==> config.mk <==
export PLATFORM = sky130hd
export DESIGN_NAME = hazard_ctrl
export DESIGN_NICKNAME = d
export VERILOG_FILES = /design/src/rtl/hazard_pkg.sv /design/src/rtl/long_tag_fifo.sv /design/src/rtl/hazard_ctrl.sv
export SDC_FILE = /design/constraint.sdc
export NUM_CORES = 1
export LEC_CHECK = 0
export CAP_MARGIN = 20
export CORE_ASPECT_RATIO = 2
export CORE_MARGIN = 8
export CORE_UTILIZATION = 42
export DETAILED_ROUTE_END_ITERATION = 8
export GPL_TIMING_DRIVEN = 0
export PLACE_DENSITY = 0.78
export REMOVE_ABC_BUFFERS = 1
export SKIP_LAST_GASP = 1
export SLEW_MARGIN = 15
export SYNTH_ARGS = -nofsm -noshare
export SYNTH_HDL_FRONTEND = slang
export SYNTH_SLANG_ARGS = --single-unit
==> constraint.sdc <==
create_clock -name clk -period 4.2 [get_ports clk]
set_clock_uncertainty 0.2 [all_clocks]
set_input_delay 0.63 -clock clk [delete_from_list [all_inputs] [get_ports clk]]
set_output_delay 0.63 -clock clk [all_outputs]
set_load 0.01 [all_outputs]
==> src/rtl/hazard_pkg.sv <==
// Shared types and encodings for the decode hazard / forwarding unit.
package hazard_pkg;

  // Register-address width for a register file of nreg entries.
  function automatic int raw_w(input int nreg);
    return (nreg > 1) ? $clog2(nreg) : 1;
  endfunction

  // Widest register address a tracking entry can hold (up to 256 registers).
  localparam int RA_MAX = 8;

  // Architectural zero register: never hazards, never forwards.
  localparam int X0 = 0;

  // Forward-select codes sit just above the stage indices 0..nfwd-1.
  function automatic int sel_long(input int nfwd);
    return nfwd;
  endfunction

  function automatic int sel_rf(input int nfwd);
    return nfwd + 1;
  endfunction

  // One slot of the execute-onward tracking pipeline.
  typedef struct packed {
    logic              vld;
    logic [RA_MAX-1:0] rda;
    logic              rfwe;
    logic              is_long;
  } stg_ent_t;

endpackage

==> src/rtl/long_tag_fifo.sv <==
// In-order FIFO of destination tags for outstanding variable-latency ops.
// Push and pop in the same cycle are legal even when full.
module long_tag_fifo #(
  parameter int DEPTH = 4,
  parameter int W     = 5
) (
  input  logic         clk,
  input  logic         rst,
  input  logic         push_i,
  input  logic         pop_i,
  input  logic [W-1:0] data_i,
  output logic         full_o,
  output logic         empty_o,
  output logic [W-1:0] head_o
);
  localparam int AW = (DEPTH > 1) ? $clog2(DEPTH) : 1;
  localparam int CW = $clog2(DEPTH + 1);

  logic [DEPTH-1:0][W-1:0] mem_q;
  logic [AW-1:0]           wp_q, wp_d, rp_q, rp_d;
  logic [CW-1:0]           cnt_q, cnt_d;
  logic                    do_push, do_pop;

  // A pop on an empty FIFO is dropped; a push at full needs a same-cycle pop.
  assign do_pop  = pop_i & (cnt_q != '0);
  assign do_push = push_i & ((cnt_q != CW'(DEPTH)) | do_pop);

  assign full_o  = (cnt_q == CW'(DEPTH));
  assign empty_o = (cnt_q == '0);
  assign head_o  = mem_q[rp_q];

  // Pointer and occupancy next-state.
  always_comb begin
    wp_d  = wp_q;
    rp_d  = rp_q;
    cnt_d = cnt_q;
    if (do_push) wp_d = (wp_q == AW'(DEPTH - 1)) ? '0 : wp_q + AW'(1);
    if (do_pop)  rp_d = (rp_q == AW'(DEPTH - 1)) ? '0 : rp_q + AW'(1);
    if (do_push && !do_pop)      cnt_d = cnt_q + CW'(1);
    else if (do_pop && !do_push) cnt_d = cnt_q - CW'(1);
  end

  // Pointer / count registers.
  always_ff @(posedge clk) begin
    if (rst) begin
      wp_q  <= '0;
      rp_q  <= '0;
      cnt_q <= '0;
    end else begin
      wp_q  <= wp_d;
      rp_q  <= rp_d;
      cnt_q <= cnt_d;
    end
  end

  // Tag storage; contents are only meaningful below the count.
  always_ff @(posedge clk) begin
    if (do_push) mem_q[wp_q] <= data_i;
  end

endmodule

==> src/rtl/hazard_ctrl.sv <==
// Decode-stage hazard detection, operand forwarding and issue control for
// the in-order pipeline, with a scoreboard for variable-latency results.
module hazard_ctrl
  import hazard_pkg::*;
#(
  parameter  int XLEN     = 32,
  parameter  int NREG     = 32,
  parameter  int NRP      = 2,
  parameter  int NFWD     = 2,
  parameter  int MAX_LONG = 4,
  localparam int RAW      = raw_w(NREG),
  localparam int SW       = $clog2(NFWD + 2)
) (
  input  logic                clk,
  input  logic                rst,
  input  logic                i_d_valid,
  input  logic [NRP*RAW-1:0]  i_d_rsa,
  input  logic [NRP-1:0]      i_d_rs_used,
  input  logic [RAW-1:0]      i_d_rda,
  input  logic                i_d_rfwe,
  input  logic                i_d_long,
  input  logic                i_d_jump,
  input  logic                i_flush,
  input  logic                i_hold,
  input  logic [NRP*XLEN-1:0] i_rf_data,
  input  logic [NFWD*XLEN-1:0] i_stg_data,
  input  logic                i_long_done,
  input  logic [XLEN-1:0]     i_long_data,
  output logic [RAW-1:0]      o_long_rda,
  output logic [NRP*XLEN-1:0] o_fwd_data,
  output logic [NRP*SW-1:0]   o_fwd_sel,
  output logic                o_stall,
  output logic                o_d_issue,
  output logic                o_long_full,
  output logic [31:0]         o_stall_cnt
);
  localparam int SEL_LONG = sel_long(NFWD);
  localparam int SEL_RF   = sel_rf(NFWD);

  stg_ent_t [NFWD-1:0] stg_q;
  stg_ent_t            dec_ent;
  logic [NREG-1:0]     busy_q, busy_d;
  logic [31:0]         cnt_q, cnt_d;
  logic                f_push, f_pop, f_full, f_empty;
  logic [RAW-1:0]      f_head;
  logic [NRP-1:0]      port_haz;
  logic                st_long, st_waw;

  // Completion is only real when something is outstanding.
  assign f_pop = i_long_done & ~f_empty;

  long_tag_fifo #(.DEPTH(MAX_LONG), .W(RAW)) u_tags (
    .clk     (clk),
    .rst     (rst),
    .push_i  (f_push),
    .pop_i   (f_pop),
    .data_i  (i_d_rda),
    .full_o  (f_full),
    .empty_o (f_empty),
    .head_o  (f_head)
  );

  for (genvar p = 0; p < NRP; p++) begin : g_port
    logic [RAW-1:0]  rsa;
    logic            nz, long_hit, found, took;
    logic [SW-1:0]   sel;
    logic [XLEN-1:0] data;

    assign rsa      = i_d_rsa[p*RAW +: RAW];
    assign nz       = (rsa != RAW'(X0));
    assign long_hit = f_pop & (f_head == rsa);

    // Youngest matching stage wins; a matching long entry shadows older
    // stages and defers to the completion bus / register file instead.
    always_comb begin
      found = 1'b0;
      took  = 1'b0;
      sel   = SW'(SEL_RF);
      data  = i_rf_data[p*XLEN +: XLEN];
      for (int k = 0; k < NFWD; k++) begin
        if (!found && stg_q[k].vld && stg_q[k].rfwe && stg_q[k].rda == RA_MAX'(rsa)) begin
          found = 1'b1;
          if (!stg_q[k].is_long) begin
            took = 1'b1;
            sel  = SW'(k);
            data = i_stg_data[k*XLEN +: XLEN];
          end
        end
      end
      if (!took && long_hit) begin
        sel  = SW'(SEL_LONG);
        data = i_long_data;
      end
      if (!nz) begin
        sel  = SW'(SEL_RF);
        data = '0;
      end
    end

    // Busy register not retiring now, or a decode branch needing an
    // execute result that only appears at the end of this cycle.
    assign port_haz[p] = i_d_rs_used[p] & nz &
                         ((busy_q[rsa] & ~long_hit) |
                          (i_d_jump & stg_q[0].vld & stg_q[0].rfwe &
                           (stg_q[0].rda == RA_MAX'(rsa))));

    assign o_fwd_sel[p*SW +: SW]     = sel;
    assign o_fwd_data[p*XLEN +: XLEN] = data;
  end

  assign st_long     = i_d_long & f_full & ~f_pop;
  assign st_waw      = i_d_rfwe & busy_q[i_d_rda];
  assign o_stall     = i_d_valid & ((|port_haz) | st_long | st_waw);
  assign o_d_issue   = i_d_valid & ~o_stall & ~i_hold & ~i_flush;
  assign f_push      = o_d_issue & i_d_long & i_d_rfwe & (i_d_rda != RAW'(X0));
  assign o_long_full = f_full;
  assign o_long_rda  = f_head;
  assign o_stall_cnt = cnt_q;

  // Entry entering execute: the decode instruction on issue, else a bubble.
  always_comb begin
    dec_ent = '0;
    if (o_d_issue) begin
      dec_ent.vld     = 1'b1;
      dec_ent.rda     = RA_MAX'(i_d_rda);
      dec_ent.rfwe    = i_d_rfwe;
      dec_ent.is_long = i_d_long;
    end
  end

  // Scoreboard and stall-counter next state; WAW stall keeps set/clear disjoint.
  always_comb begin
    busy_d = busy_q;
    if (f_pop)  busy_d[f_head]  = 1'b0;
    if (f_push) busy_d[i_d_rda] = 1'b1;
    cnt_d = cnt_q;
    if (o_stall && cnt_q != '1) cnt_d = cnt_q + 32'd1;
  end

  // Tracking pipeline shifts unless the whole machine is held.
  always_ff @(posedge clk) begin
    if (rst) begin
      stg_q <= '0;
    end else if (!i_hold) begin
      stg_q[0] <= dec_ent;
      for (int k = 1; k < NFWD; k++) stg_q[k] <= stg_q[k-1];
    end
  end

  // Scoreboard and counter; completions are accepted even while held.
  always_ff @(posedge clk) begin
    if (rst) begin
      busy_q <= '0;
      cnt_q  <= '0;
    end else begin
      busy_q <= busy_d;
      cnt_q  <= cnt_d;
    end
  end

`ifndef SYNTHESIS
  // A completion with nothing outstanding means the backend lost track.
  a_done_empty: assert property (@(posedge clk) disable iff (rst) !(i_long_done && f_empty));
`endif

endmodule

Word-level counts from Yosys, hierarchy flattened:

Index checks and enable logic that the tools add are counted.

* add/subtract/negate cells: 5
* $mul: 0
* div/mod/pow operators: 0
* order comparisons: 9
* eq/ne operators: 11
* shift operators: 0
* mux-type cells: 54
* bitwise gates (word level): 40
* reductions and logical operators: 30

Operator list (number)
* $mux 32: 14
* $add 32x1->32 const B: 1
* $and 32x32->32: 1
* $eq 8x5->1: 4
* $ne 32x32->1 const B: 1
* $not 32->32: 1
* $or 32x32->32: 1
* $mux 2: 13
* $and 1x1->1: 25
* $lt 5x6->1 const B: 4
* $bwmux 20: 1
* $logic_and 1x1->1: 17
* $bmux 1 s5: 3
* $reduce_bool 5->1: 3
* $mux 1: 14
* $mux 11: 1
* $bmux 5 s2: 1
* $demux 1 s5: 2
* $demux 5 s2: 1
* $eq 5x5->1: 2
* $ge 5x1->1 const B: 2
* $mux 5: 2
* $not 1->1: 7
* $logic_not 1->1: 6
* 14 further kinds: 22

* register bits after elaboration: 113
* bits in latches: 0
* bits in writable memories: 0
* bits in read-only memories: 0
* input bits: 186
* output and inout port bits: 108
* logic and storage cells: 166
* memories kept: 0

Logic depth before layout (Yosys ltp):

Gate-level depths: netlist of the first run.

* depth in word-level cells: 24
* gate-level depth with buffers: 17

Hierarchy:

Synthesis of the first run repeated with hierarchy kept, for this count alone.

* cell total of the unflattened synthesis: 1079
* area total of the unflattened synthesis: 8429.3 um2

Modules (own cells, without submodules)
* hazard_ctrl: instances 1, cells an instance 1008, area an instance 7264.5 um2, sequential area each 1601.5 um2
* long_tag_fifo: instances 1, cells an instance 71, area an instance 1164.9 um2, sequential area each 740.7 um2

Worst setup path before layout of the first run:

No wires, ideal clock.

* path type: input-to-reg
* from: input port i_d_rda[1]
* to: register u_tags.cnt_q[2]
* library setup time: 0.070 ns
* arrival: 4.040 ns
* path slack: -0.111 ns
* cell stages on the path: 16
* path through: buf_6 -> mux4_2 -> nor3b_1 -> o41ai_2 -> a41oi_1 -> or4_1 -> nor3_2 -> buf_4 -> nand3_4 -> inv_1 -> ha_1 -> inv_1 -> fa_1 -> xor2_1 -> or3_1 -> a21oi_1

* cells in the longest elaborated chain, start to end: 16

Ends and longest elaborated chain
* start: declaration: line hazard_ctrl.sv:19 `input logic [RAW-1:0] i_d_rda,`
* $bmux 1 s5: line hazard_ctrl.sv:112 `assign st_waw = i_d_rfwe & busy_q[i_d_rda];`
* $mux 1 (implied by the code): line hazard_ctrl.sv:112
* $and 1x1->1: line hazard_ctrl.sv:112
* $or 1x1->1: line hazard_ctrl.sv:113 `assign o_stall = i_d_valid & ((|port_haz) | st_long | st_waw);`
* $and 1x1->1: line hazard_ctrl.sv:113
* $not 1->1: line hazard_ctrl.sv:114 `assign o_d_issue = i_d_valid & ~o_stall & ~i_hold & ~i_flush;`
* $and 1x1->1 (3 in series): line hazard_ctrl.sv:114
* $and 1x1->1 (2 in series): line hazard_ctrl.sv:115 `assign f_push = o_d_issue & i_d_long & i_d_rfwe & (i_d_rda != RAW'(X0));`
* $and 1x1->1 (*): line hazard_ctrl.sv:115
* $and 1x1->1 (*): line long_tag_fifo.sv:26 `assign do_push = push_i & ((cnt_q != CW'(DEPTH)) | do_pop);`
* via u_tags.do_push: line long_tag_fifo.sv:22 `logic do_push, do_pop;`
* $logic_not 1->1: line long_tag_fifo.sv:40 `else if (do_pop && !do_push) cnt_d = cnt_q - CW'(1);`
* $logic_and 1x1->1: line long_tag_fifo.sv:40
* $reduce_bool 2->1 (no line)
* end signal: assignment: line long_tag_fifo.sv:52 `cnt_q <= cnt_d;`
* end: declaration: line long_tag_fifo.sv:21 `logic [CW-1:0] cnt_q, cnt_d;`

The timed path passes the listed nets; every way through them passes the cells marked *. The select of a mux whose other input is x is not followed.
A chain may end at the register's enable or synchronous reset.

Final worst setup path of the first run:

Ends and elaborated chain as after synthesis.

==> flow_summary.ini, run 1 <==
[yosys]
synth.area.top_cells = dfxtp_1 (20%), mux2i_1 (12%), nand2_1 (8.3%), edfxtp_1 (7.0%), o211ai_1 (5.5%)
synthArstFlopShare_pct = 0
synth_top_cell_area_share_pct = 20.4
synth_ff_type = dfxtp_1
netlist_area_um2 = 8530
yosys_warnings = 0
syn_inst = 1065
synth_area_per_cell_um2 = 8.01
synth.largest_area_cell = dfxtp_1
synth-edff-count = 20
ys_types = 69
ys_ff_latch = 107
ys_seq_area_share_pct = 27.5

[routing]
final_antenna_net_count = 0
via_per_inst = 6.27
drt_first_pass_iters = 9
wirelength_um = 39900
drt_iter0_markers = 1188
drc = 0
wl_per_cell_um = 24.7
dr_total_vias = 10100

[cts]
cts_root_buf = clkbuf_16
clk_latency_ns = 0.35
cts-htree-levels = 3
clk_pin_slew_ns = 0.07
cts-hold-fix-buffers = 0
cts_sinks = 107
cts_buffers = 9
tritoncts = built
cts_buffer_depth = 2

[worst_setup_path]
critPathArrivalTime_ns = 4.34
worstPathMaxFanout = 3
crit_type = input port to register
critical_path.cell_chain = buf_16, mux4_2, nor3b_1, o41ai_2, a41oi_2, or4_4, nor3_4, buf_12, nand3_4, inv_4, ha_4, inv_1, fa_2, xor2_1, or3_4, a21oi_2
rrSetupSlack_ns = -0.04
crit_path_top_delay_cell = or4_4
slowest_delay_ns = 0.60
crit_path_start_kind = input port
critPathRequiredTime_ns = 4.28
endpoint_kind = register

[sta]
max_freq_mhz = 235
slew_headroom_pct = 28.1
finalWorstSetupSlack_ns = -0.0540
period_minus_slack_ns = 4.25
tightest_slew_ns = 1.07
setup_viol = 1
hold_ws_ns = 0.293
period_share_pct = 101
hold_violations = 0
slew_violations = 0
rsz0062_at_grt = yes

[die]
initial_core_util_pct = 42.3
dieArea_um2 = 25400
num_rows = 74
core_area_um2 = 20200
fp.dieW_um = 117
fp.dieH_um = 218
io-pin-count = 294

[grt]
antenna_found_initial = 1
grt_pass1_vias = 9995
overflow = 0
grt_pass1_wl_um = 57800
grt_usage_pct = 29.5
grt_max_degree = 64

[placement]
dpl.hpwl_um = 27200
portBuffers = 293
routabilityCongestion = 0.940

[power_and_ir_drop]
ir_drop_uv = 217
power_leakage_nw = 4.92
power_density_nw_per_um2 = 248
p_total_w = 0.00316

[finish]
layout_commonest_cell = clkdlybuf4s50_1
final_util_pct = 63.0
n_fill_cell = 1734
area_delta_synth_final_pct = 49.1
drive_gt1_share_pct = 13.2
mostFrequentLayoutCells = clkdlybuf4s50_1 (235), nand2_1 (188), mux2i_1 (101), a21oi_1 (93), dfxtp_1 (86)
final_nets = 1541

[worst_hold_path]
worstHoldPathType = register to register

[flow_run]
maxCapViolCount = 0

[status]
status = finished, violations left
violations = setup timing
[layer usage]
metal / GRT usage (%) / part of all wire [%]
met1: 33.8 / 36
met2: 47.0 / 46
met3: 7.16 / 10
met4: 20.2 / 7.5
met5: 0 / 0
[metrics by stage]
step / instance area, um2 / cells / setup WS [ns] / setup TNS (ns)
finish: 12700 / 1619 / -0.0540 / -0.0540
floorplan: 8110 / 970 / -2.69 / -215.67
global route: 12700 / 1619 / -0.122 / -0.545
detailed placement: 11600 / 1546 / -2.79 / -226.63
CTS: 12500 / 1596 / -0.155 / -0.155
global placement: 11400 / 1529 / -6.76 / -745.98
[worst paths after layout]
| path | start | end | depth (start not counted) |
|---|---|---|---|
| worst max register to register | busy_q[18]$_SDFF_PP0_ | u_tags.cnt_q[2]$_SDFFE_PP0P_ | 15 |
| worst min register to register | busy_q[0]$_SDFF_PP0_ | busy_q[0]$_SDFF_PP0_ | 2 |
| worst min-delay path | busy_q[0]$_SDFF_PP0_ | busy_q[0]$_SDFF_PP0_ | 2 |
| worst max-delay path | i_d_rda[1] | u_tags.cnt_q[2]$_SDFFE_PP0P_ | 16 |
[synthesized netlist by cell type, drive strengths merged (20+ instances only)]
library cell / number
clkbuf: 70
nand2: 188
nor2: 46
edfxtp: 20
nor3: 23
o211ai: 63
o31ai: 43
mux2i: 101
nand3: 26
a21oi: 94
nand3b: 37
buf: 25
dfxtp: 87
[area by class of cell]
class	count	area, um2	area share [%]
clock buffers	10	229	1.80
clock inverters	6	71.3	0.561
flip-flops and latches	107	2350	18.4
multi-input cells	857	6030	47.4
repair buffers	356	3650	28.7
inverters	16	63.8	0.502
diodes	1	2.50	0.0197
well taps	266	333	2.62
[state kept, by name, summed over array words and instances (netlist names)]
name,count
busy_q,32
o_stall_cnt,32
stg_q,16
u_tags.cnt_q,3
u_tags.mem_q,20
u_tags.rp_q,2
u_tags.wp_q,2
[timing repair]
action / CTS / global route
resized for setup: 120 / 49
setup buffers: 24 / 19
setup endpoints to repair: 166 / 55
pin swaps: 17 / 10
gates cloned: 11 / 3
[report_power, final]
group	internal [W]	switching, W
sequential	0.00107	0.0000445
combinational	0.000588	0.000586
clock	0.000470	0.000397
total	0.00213	0.00103
[logic make-up (layout without fill, tap and decap cells)]
kind of cell	after synthesis	in the layout	share of synthesized area, %
xor gates and xnor gates	32	32	3.29
muxes	128	128	17.3
buffers and inverters	111	388	5.63
and+or+nand+nor	435	445	26.2
AOI/OAI and AO/OA	244	244	18.9
DFF	107	107	27.5
adders and majority gates	8	8	1.26
other	0	1	0
[worst max-delay path, delay by kind of cell]
kind                       cells  cell delay (ns)
and+or+nand+nor                5             1.50
AOI/OAI and AO/OA              3             0.68
muxes                          1             0.49
adders and majority gates      2             0.46
buffers and inverters          4             0.40
xor gates and xnor gates       1             0.17
Note: power is estimated with default switching activity, not from simulation.
==> run 2: changes to the inputs <==
CTS_CLUSTER_DIAMETER = 200   (was unset)
==> results of run 2 <==
No change in the layout: final DEF, timing and power equal those of run 1.
